[src/rtl/nbody_pair_sched.sv]
`default_nettype none
// ============================================================================
// Module      : nbody_pair_sched
// Description : Walks every ordered (i,j) body pair of an N-body force pass.
//               It issues dual-port memory reads, feeds the getAccl pipeline
//               and re-attaches pair indices to the pipeline results through
//               a fixed-latency sideband delay line.
// Revision    : 1.0 - initial release
// ============================================================================
module nbody_pair_sched #(
  parameter int Latency  = 122,
  parameter int AddrBits = 10
) (
  input  logic                clk,
  input  logic                rst,
  input  logic                start,
  input  logic [AddrBits:0]   num_bodies,
  output logic                busy,
  output logic                done,
  output logic                mem_rd_en,
  output logic [AddrBits-1:0] mem_addr_i,
  output logic [AddrBits-1:0] mem_addr_j,
  input  logic [63:0]         mem_xi,
  input  logic [63:0]         mem_yi,
  input  logic [63:0]         mem_xj,
  input  logic [63:0]         mem_yj,
  input  logic [63:0]         mem_mj,
  output logic [63:0]         pipe_x1,
  output logic [63:0]         pipe_y1,
  output logic [63:0]         pipe_x2,
  output logic [63:0]         pipe_y2,
  output logic [63:0]         pipe_m2,
  input  logic [63:0]         pipe_ax,
  input  logic [63:0]         pipe_ay,
  output logic                res_valid,
  output logic [AddrBits-1:0] res_i,
  output logic [AddrBits-1:0] res_j,
  output logic                res_last,
  output logic [63:0]         res_ax,
  output logic [63:0]         res_ay
);

  // Drain counter must hold the value Latency.
  localparam int                CntW       = $clog2(Latency + 1) + 1;
  localparam logic [CntW-1:0]   DRAIN_LAST = CntW'(Latency);
  localparam logic [AddrBits:0] ONE        = (AddrBits + 1)'(1);
  localparam logic [AddrBits:0] TWO        = (AddrBits + 1)'(2);

  typedef enum logic [1:0] {
    IDLE  = 2'd0,
    ISSUE = 2'd1,
    DRAIN = 2'd2,
    DONE  = 2'd3
  } state_t;

  state_t              state_q, state_d;
  logic [AddrBits:0]   n_q, n_d;
  logic [AddrBits:0]   i_q, i_d;
  logic [AddrBits:0]   j_q, j_d;
  logic [CntW-1:0]     drain_q, drain_d;

  // Sideband delay line: stage k holds the slot issued k+1 cycles ago.
  logic [Latency:0]    sb_valid_q;
  logic [Latency:0]    sb_last_q;
  logic [AddrBits-1:0] sb_i_q [Latency+1];
  logic [AddrBits-1:0] sb_j_q [Latency+1];

  logic                w_issue;
  logic                w_slot_valid;
  logic                w_slot_last;
  logic [AddrBits:0]   w_n_m1;
  logic [AddrBits:0]   w_n_m2;

  assign w_issue      = (state_q == ISSUE);
  assign w_n_m1       = n_q - ONE;
  assign w_n_m2       = n_q - TWO;
  assign w_slot_valid = w_issue && (i_q != j_q);
  // Last real pair of a row: the final column, except on the last row where
  // the final column is the self-pair bubble.
  assign w_slot_last  = w_slot_valid &&
                        ((i_q == w_n_m1) ? (j_q == w_n_m2) : (j_q == w_n_m1));

  // State, pass size, pair counters and drain counter registers.
  always_ff @(posedge clk) begin
    if (rst) begin
      state_q <= IDLE;
      n_q     <= '0;
      i_q     <= '0;
      j_q     <= '0;
      drain_q <= '0;
    end else begin
      state_q <= state_d;
      n_q     <= n_d;
      i_q     <= i_d;
      j_q     <= j_d;
      drain_q <= drain_d;
    end
  end

  // Next-state logic: pair walk with j inner, then fixed-length drain.
  always_comb begin
    state_d = state_q;
    n_d     = n_q;
    i_d     = i_q;
    j_d     = j_q;
    drain_d = drain_q;
    unique case (state_q)
      IDLE: begin
        if (start) begin
          n_d     = num_bodies;
          i_d     = '0;
          j_d     = '0;
          drain_d = '0;
          state_d = (num_bodies < TWO) ? DONE : ISSUE;
        end
      end
      ISSUE: begin
        if (j_q == w_n_m1) begin
          j_d = '0;
          if (i_q == w_n_m1) begin
            state_d = DRAIN;
            drain_d = '0;
          end else begin
            i_d = i_q + ONE;
          end
        end else begin
          j_d = j_q + ONE;
        end
      end
      DRAIN: begin
        if (drain_q == DRAIN_LAST) begin
          state_d = DONE;
        end else begin
          drain_d = drain_q + 1'b1;
        end
      end
      DONE: begin
        state_d = IDLE;
      end
      default: begin
        state_d = IDLE;
      end
    endcase
  end

  // Shift each issued slot down the sideband line; reset drops in-flight slots.
  always_ff @(posedge clk) begin
    if (rst) begin
      sb_valid_q <= '0;
      sb_last_q  <= '0;
      for (int k = 0; k <= Latency; k++) begin
        sb_i_q[k] <= '0;
        sb_j_q[k] <= '0;
      end
    end else begin
      sb_valid_q <= {sb_valid_q[Latency-1:0], w_slot_valid};
      sb_last_q  <= {sb_last_q[Latency-1:0], w_slot_last};
      sb_i_q[0]  <= i_q[AddrBits-1:0];
      sb_j_q[0]  <= j_q[AddrBits-1:0];
      for (int k = 1; k <= Latency; k++) begin
        sb_i_q[k] <= sb_i_q[k-1];
        sb_j_q[k] <= sb_j_q[k-1];
      end
    end
  end

  assign busy       = (state_q == ISSUE) || (state_q == DRAIN);
  assign done       = (state_q == DONE);
  assign mem_rd_en  = w_issue;
  assign mem_addr_i = i_q[AddrBits-1:0];
  assign mem_addr_j = j_q[AddrBits-1:0];

  // Memory data belongs to the slot in stage 0; a zero mass makes bubbles and
  // idle cycles contribute no acceleration.
  assign pipe_x1 = mem_xi;
  assign pipe_y1 = mem_yi;
  assign pipe_x2 = mem_xj;
  assign pipe_y2 = mem_yj;
  assign pipe_m2 = sb_valid_q[0] ? mem_mj : 64'h0;

  assign res_valid = sb_valid_q[Latency];
  assign res_last  = sb_last_q[Latency];
  assign res_i     = sb_i_q[Latency];
  assign res_j     = sb_j_q[Latency];
  assign res_ax    = pipe_ax;
  assign res_ay    = pipe_ay;

endmodule
`default_nettype wire
[config.mk]
export PLATFORM = sky130hd
export DESIGN_NAME = nbody_pair_sched
export DESIGN_NICKNAME = d
export VERILOG_FILES = /design/src/rtl/nbody_pair_sched.sv
export SDC_FILE = /design/constraint.sdc
export NUM_CORES = 2
export LEC_CHECK = 0
export ABC_AREA = 1
export BUFFER_PORTS_ARGS = -buffer_cell sky130_fd_sc_hd__buf_2
export CAP_MARGIN = 40
export CORE_MARGIN = 5
export CORE_UTILIZATION = 40
export DETAILED_ROUTE_END_ITERATION = 10
export PLACE_DENSITY = 0.55
export SLEW_MARGIN = 30
export SYNTH_ARGS = -nofsm -noshare
export SYNTH_HDL_FRONTEND = slang
export SYNTH_SLANG_ARGS = --single-unit
[constraint.sdc]
create_clock -name clk -period 5.4 [get_ports clk]
set_input_delay 0.27 -clock clk [delete_from_list [all_inputs] [get_ports clk]]
set_output_delay 0.27 -clock clk [all_outputs]
set_load 0.05 [all_outputs]
==> impl_metrics.csv <==
group,metric,value,unit
sta,slew_headroom,34.5,%
setup_path,r2r-end,"i_q[7]$_SDFFE_PP0P_",
power_and_ir_drop,p_int,0.0325,W
drt,drt_iter0_markers,2245,
logic_synthesis,synth_compound_area_share,0.515,%
global_routing,antenna_found_initial,4,
floorplanning,rows,166,
final_layout,layout.nets,9726,
logic_synthesis,synth_top_area_share,66.6,%
floorplanning,initial_core_util,40.3,%
logic_synthesis,synth_xor_area_share,0.476,%
hold_path,hold_end,"j_q[0]$_SDFFE_PP0P_",
final_layout,final_layout_size_suffix_gt1_share,7.20,%
global_routing,overflow,0,
logic_synthesis,ys_ff_latch,2749,
drt,vias,47300,
clocking,clk_pin_slew,60,ps
logic_synthesis,ys_seq_area_share,66.6,%
drt,finalWirelength,136000,um
clocking,cts_hold_buf,14,
sta,finalCriticalPeriod,2980,ps
power_and_ir_drop,pwr-share-seq,49.5,%
drt,drc,0,
hold_path,whs_path_depth,5,
flow_run,cap_violations,0,
floorplanning,die_y,464,um
power_and_ir_drop,p_sw_share,21.0,%
setup_path,r2r_cells,13,
clocking,postCtsSetupBuffers,0,
sta,setup_viol,0,
clocking,cts_resized,0,
setup_path,startpoint_type,"flop",
power_and_ir_drop,power.leakage,36.4,nW
sta,tightest_slew,982,ps
sta,drv_slew,0,
floorplanning,core_area,205000,um^2
drt,route.antenna.remaining_nets,0,
clocking,cts.htree.levels,5,
logic_synthesis,synth_warnings,0,
logic_synthesis,synthMuxAreaShare,0,%
logic_synthesis,synth_nets,9951,
placed_design,dpl.hpwl,87000,um
logic_synthesis,yosys.area.top_type,"dfxtp_1",
power_and_ir_drop,power.share.clock,47.0,%
setup_path,critPathArrivalTime,3690,ps
sta,setup_tns,0,ps
setup_path,worstSetupEndpointType,"flop",
logic_synthesis,netlist_top_cells_area,"dfxtp_1 67%, inv_1 13%, nor2_1 13%, buf_4 3.9%, clkbuf_1 1.4%",
clocking,clock-sinks,2749,
power_and_ir_drop,vdd_drop_max,0.407,mV
setup_path,path_max_fanout,17,
sta,rsz0062_at_grt,"false",
logic_synthesis,synth_area,82600,um^2
run_status,run_status,"finished clean",
clocking,clock_latency,880,ps
power_and_ir_drop,comb_power_share,3.5,%
hold_path,min-delay-start,"start",
sta,period_share,55.1,%
floorplanning,die_w,464,um
power_and_ir_drop,power_density,445,nW/um^2
global_routing,grt_max_degree,241,
logic_synthesis,ys.flop_type,"dfxtp_1",
power_and_ir_drop,p_sw,0.00864,W
placed_design,numPortBuffers,186,
sta,setup_slack,2420,ps
placed_design,place_ws,2440,ps
setup_path,reg2reg_slack,2420,ps
logic_synthesis,synth_top_family_by_area,"buffers and inverters",
clocking,tritoncts,"done",
sta,skew,43.0,ps
global_routing,grt_pass1_wl,221000,um
sta,fmax,336,MHz
floorplanning,die_area,216000,um^2
logic_synthesis,synth_cells,9479,
floorplanning,io_pins,955,
setup_path,rr_startpoint,"n_q[0]$_SDFFE_PP0P_",
setup_path,cp_data_required_time,6110,ps
placed_design,place_congestion,0.827,
setup_path,critPathKind,"flop to flop",
logic_synthesis,yosysUniqueCellTypes,41,
logic_synthesis,synthAdderAreaFrac,0.151,%
hold_path,hold_path_class,"primary input to flop",
clocking,cts_buffers,296,
final_layout,nFillCells,19900,
sta,worst_hold_slack,112,ps
global_routing,grt_pass1_vias,43900,
final_layout,syn_to_final_growth,12.0,%
sta,finalHoldViolations,0,
logic_synthesis,synthArstFlopShare,0,%
logic_synthesis,post_synth.cell_area_avg,8.72,um^2
clocking,cts_buffer_depth,4,
clocking,root_buffer,"clkbuf_16",
logic_synthesis,synth-simple-area-share,14.1,%
drt,routedWlPerCell,11.2,um
logic_synthesis,synth_edf_count,0,
drt,vias_per_cell,3.89,
drt,drt_first_pass_iters,5,
global_routing,track_usage,12.6,%
[worst max path at each step]
stage,cells after the start,from,end,slack (ps)
floorplan,9,state_q[1]$_SDFFE_PP0P_,j_q[9]$_SDFFE_PP0P_,3130
detailed placement,15,n_q[0]$_SDFFE_PP0P_,i_q[7]$_SDFFE_PP0P_,2440
CTS,15,n_q[0]$_SDFFE_PP0P_,i_q[7]$_SDFFE_PP0P_,2400
global placement,17,n_q[0]$_SDFFE_PP0P_,i_q[5]$_SDFFE_PP0P_,2430
finish,13,n_q[0]$_SDFFE_PP0P_,i_q[7]$_SDFFE_PP0P_,2420
global route,16,n_q[1]$_SDFFE_PP0P_,i_q[6]$_SDFFE_PP0P_,2080
[final cells by class]
class,count,area (um^2),area share (%)
sequential,2749,55000,59.5
multi-input combinational,3168,12600,13.6
inverter,2809,10500,11.4
clock buffer,424,8580,9.28
tap,2688,3360,3.64
timing repair buffer,230,1500,1.62
clock inverter,80,911,0.985
antenna,1,2.50,0.00270
[through the flow]
stage | cell area (um^2) | cells | util (%) | power (W)
CTS | 92400 | 12100 | 45.1 | 0.0420
floorplan | 82600 | 9479 | - | 0.0227
global route | 92500 | 12100 | 45.1 | 0.0430
finish | 92500 | 12100 | 45.1 | 0.0412
detailed placement | 82800 | 11600 | 40.4 | 0.0223
global placement | 82800 | 11600 | 40.4 | 0.0223
[Yosys cell counts (3+ instances only)]
master / number
inv_1: 2807
nor2_1: 2759
dfxtp_1: 2749
buf_4: 425
clkbuf_1: 314
nand2_1: 182
nand3_1: 43
a21oi_1: 36
xor2_1: 36
o21ai_0: 19
nor3_1: 14
ha_1: 10
buf_1: 8
nand4_1: 7
o21bai_1: 7
xnor2_1: 7
nor4_1: 6
nor2_2: 5
nor3b_1: 5
buf_6: 4
nand2_2: 4
nand3_2: 4
nor2_4: 4
o22ai_1: 3
[routing by layer]
layer	track usage, %	vias up	part of all wire (%)
li1	-	24900	-
met1	13.5	20800	41
met3	9.00	350	15
met4	4.73	16	3.0
met2	19.0	1203	41
met5	3.65	-	0.76
[layout by cell type, fill, tap and decap left out, drive strengths merged, types with 10 or more instances in the layout]
master,synthesis,routed
clkbuf,315,424
nand2,187,187
clkinv,0,48
a21oi,37,37
nor2,2768,2768
o21ai,21,21
dfxtp,2749,2749
dlygate4sd3,0,14
inv,2809,2817
xor2,37,37
bufinv,0,18
ha,10,10
buf,438,216
nand3,47,47
nor3,14,14
[flip-flops by register name, summed over array words and instances, names as in the netlist]
signal / flops
state_q: 2
sb_j_q: 1230
n_q: 11
sb_i_q: 1230
i_q: 11
sb_last_q: 123
j_q: 11
sb_valid_q: 123
drain_q: 8
[power groups by stage]
stage	clock [W]	combinational [W]	sequential, W
after floorplan	0	0.00192	0.0208
after global placement	0	0.00147	0.0208
after detailed placement	0	0.00145	0.0208
after CTS	0.0202	0.00147	0.0204
after global routing	0.0210	0.00163	0.0204
final	0.0193	0.00145	0.0204
[worst max-delay path: stages, from the launching register on]
cell and delay, ps:
dfxtp_1 440, inv_2 150, ha_1 360, xnor2_1 140, nor2_1 140, nand2_1 100, nor2_1 130, nand3_1 90
nor2_2 100, nand3_2 180, a21oi_4 490, nand2_2 290, nand2_1 130, a21oi_1 70
[kinds of logic after synthesis]
logic type,after synthesis
AND/OR/NAND/NOR,3039
adder cells (fa/ha/maj),10
AO/OA/AOI/OAI,75
XOR/XNOR,44
flip-flops,2749
buffers and inverters,3562
No activity file was read; power rests on OpenSTA's default activity.
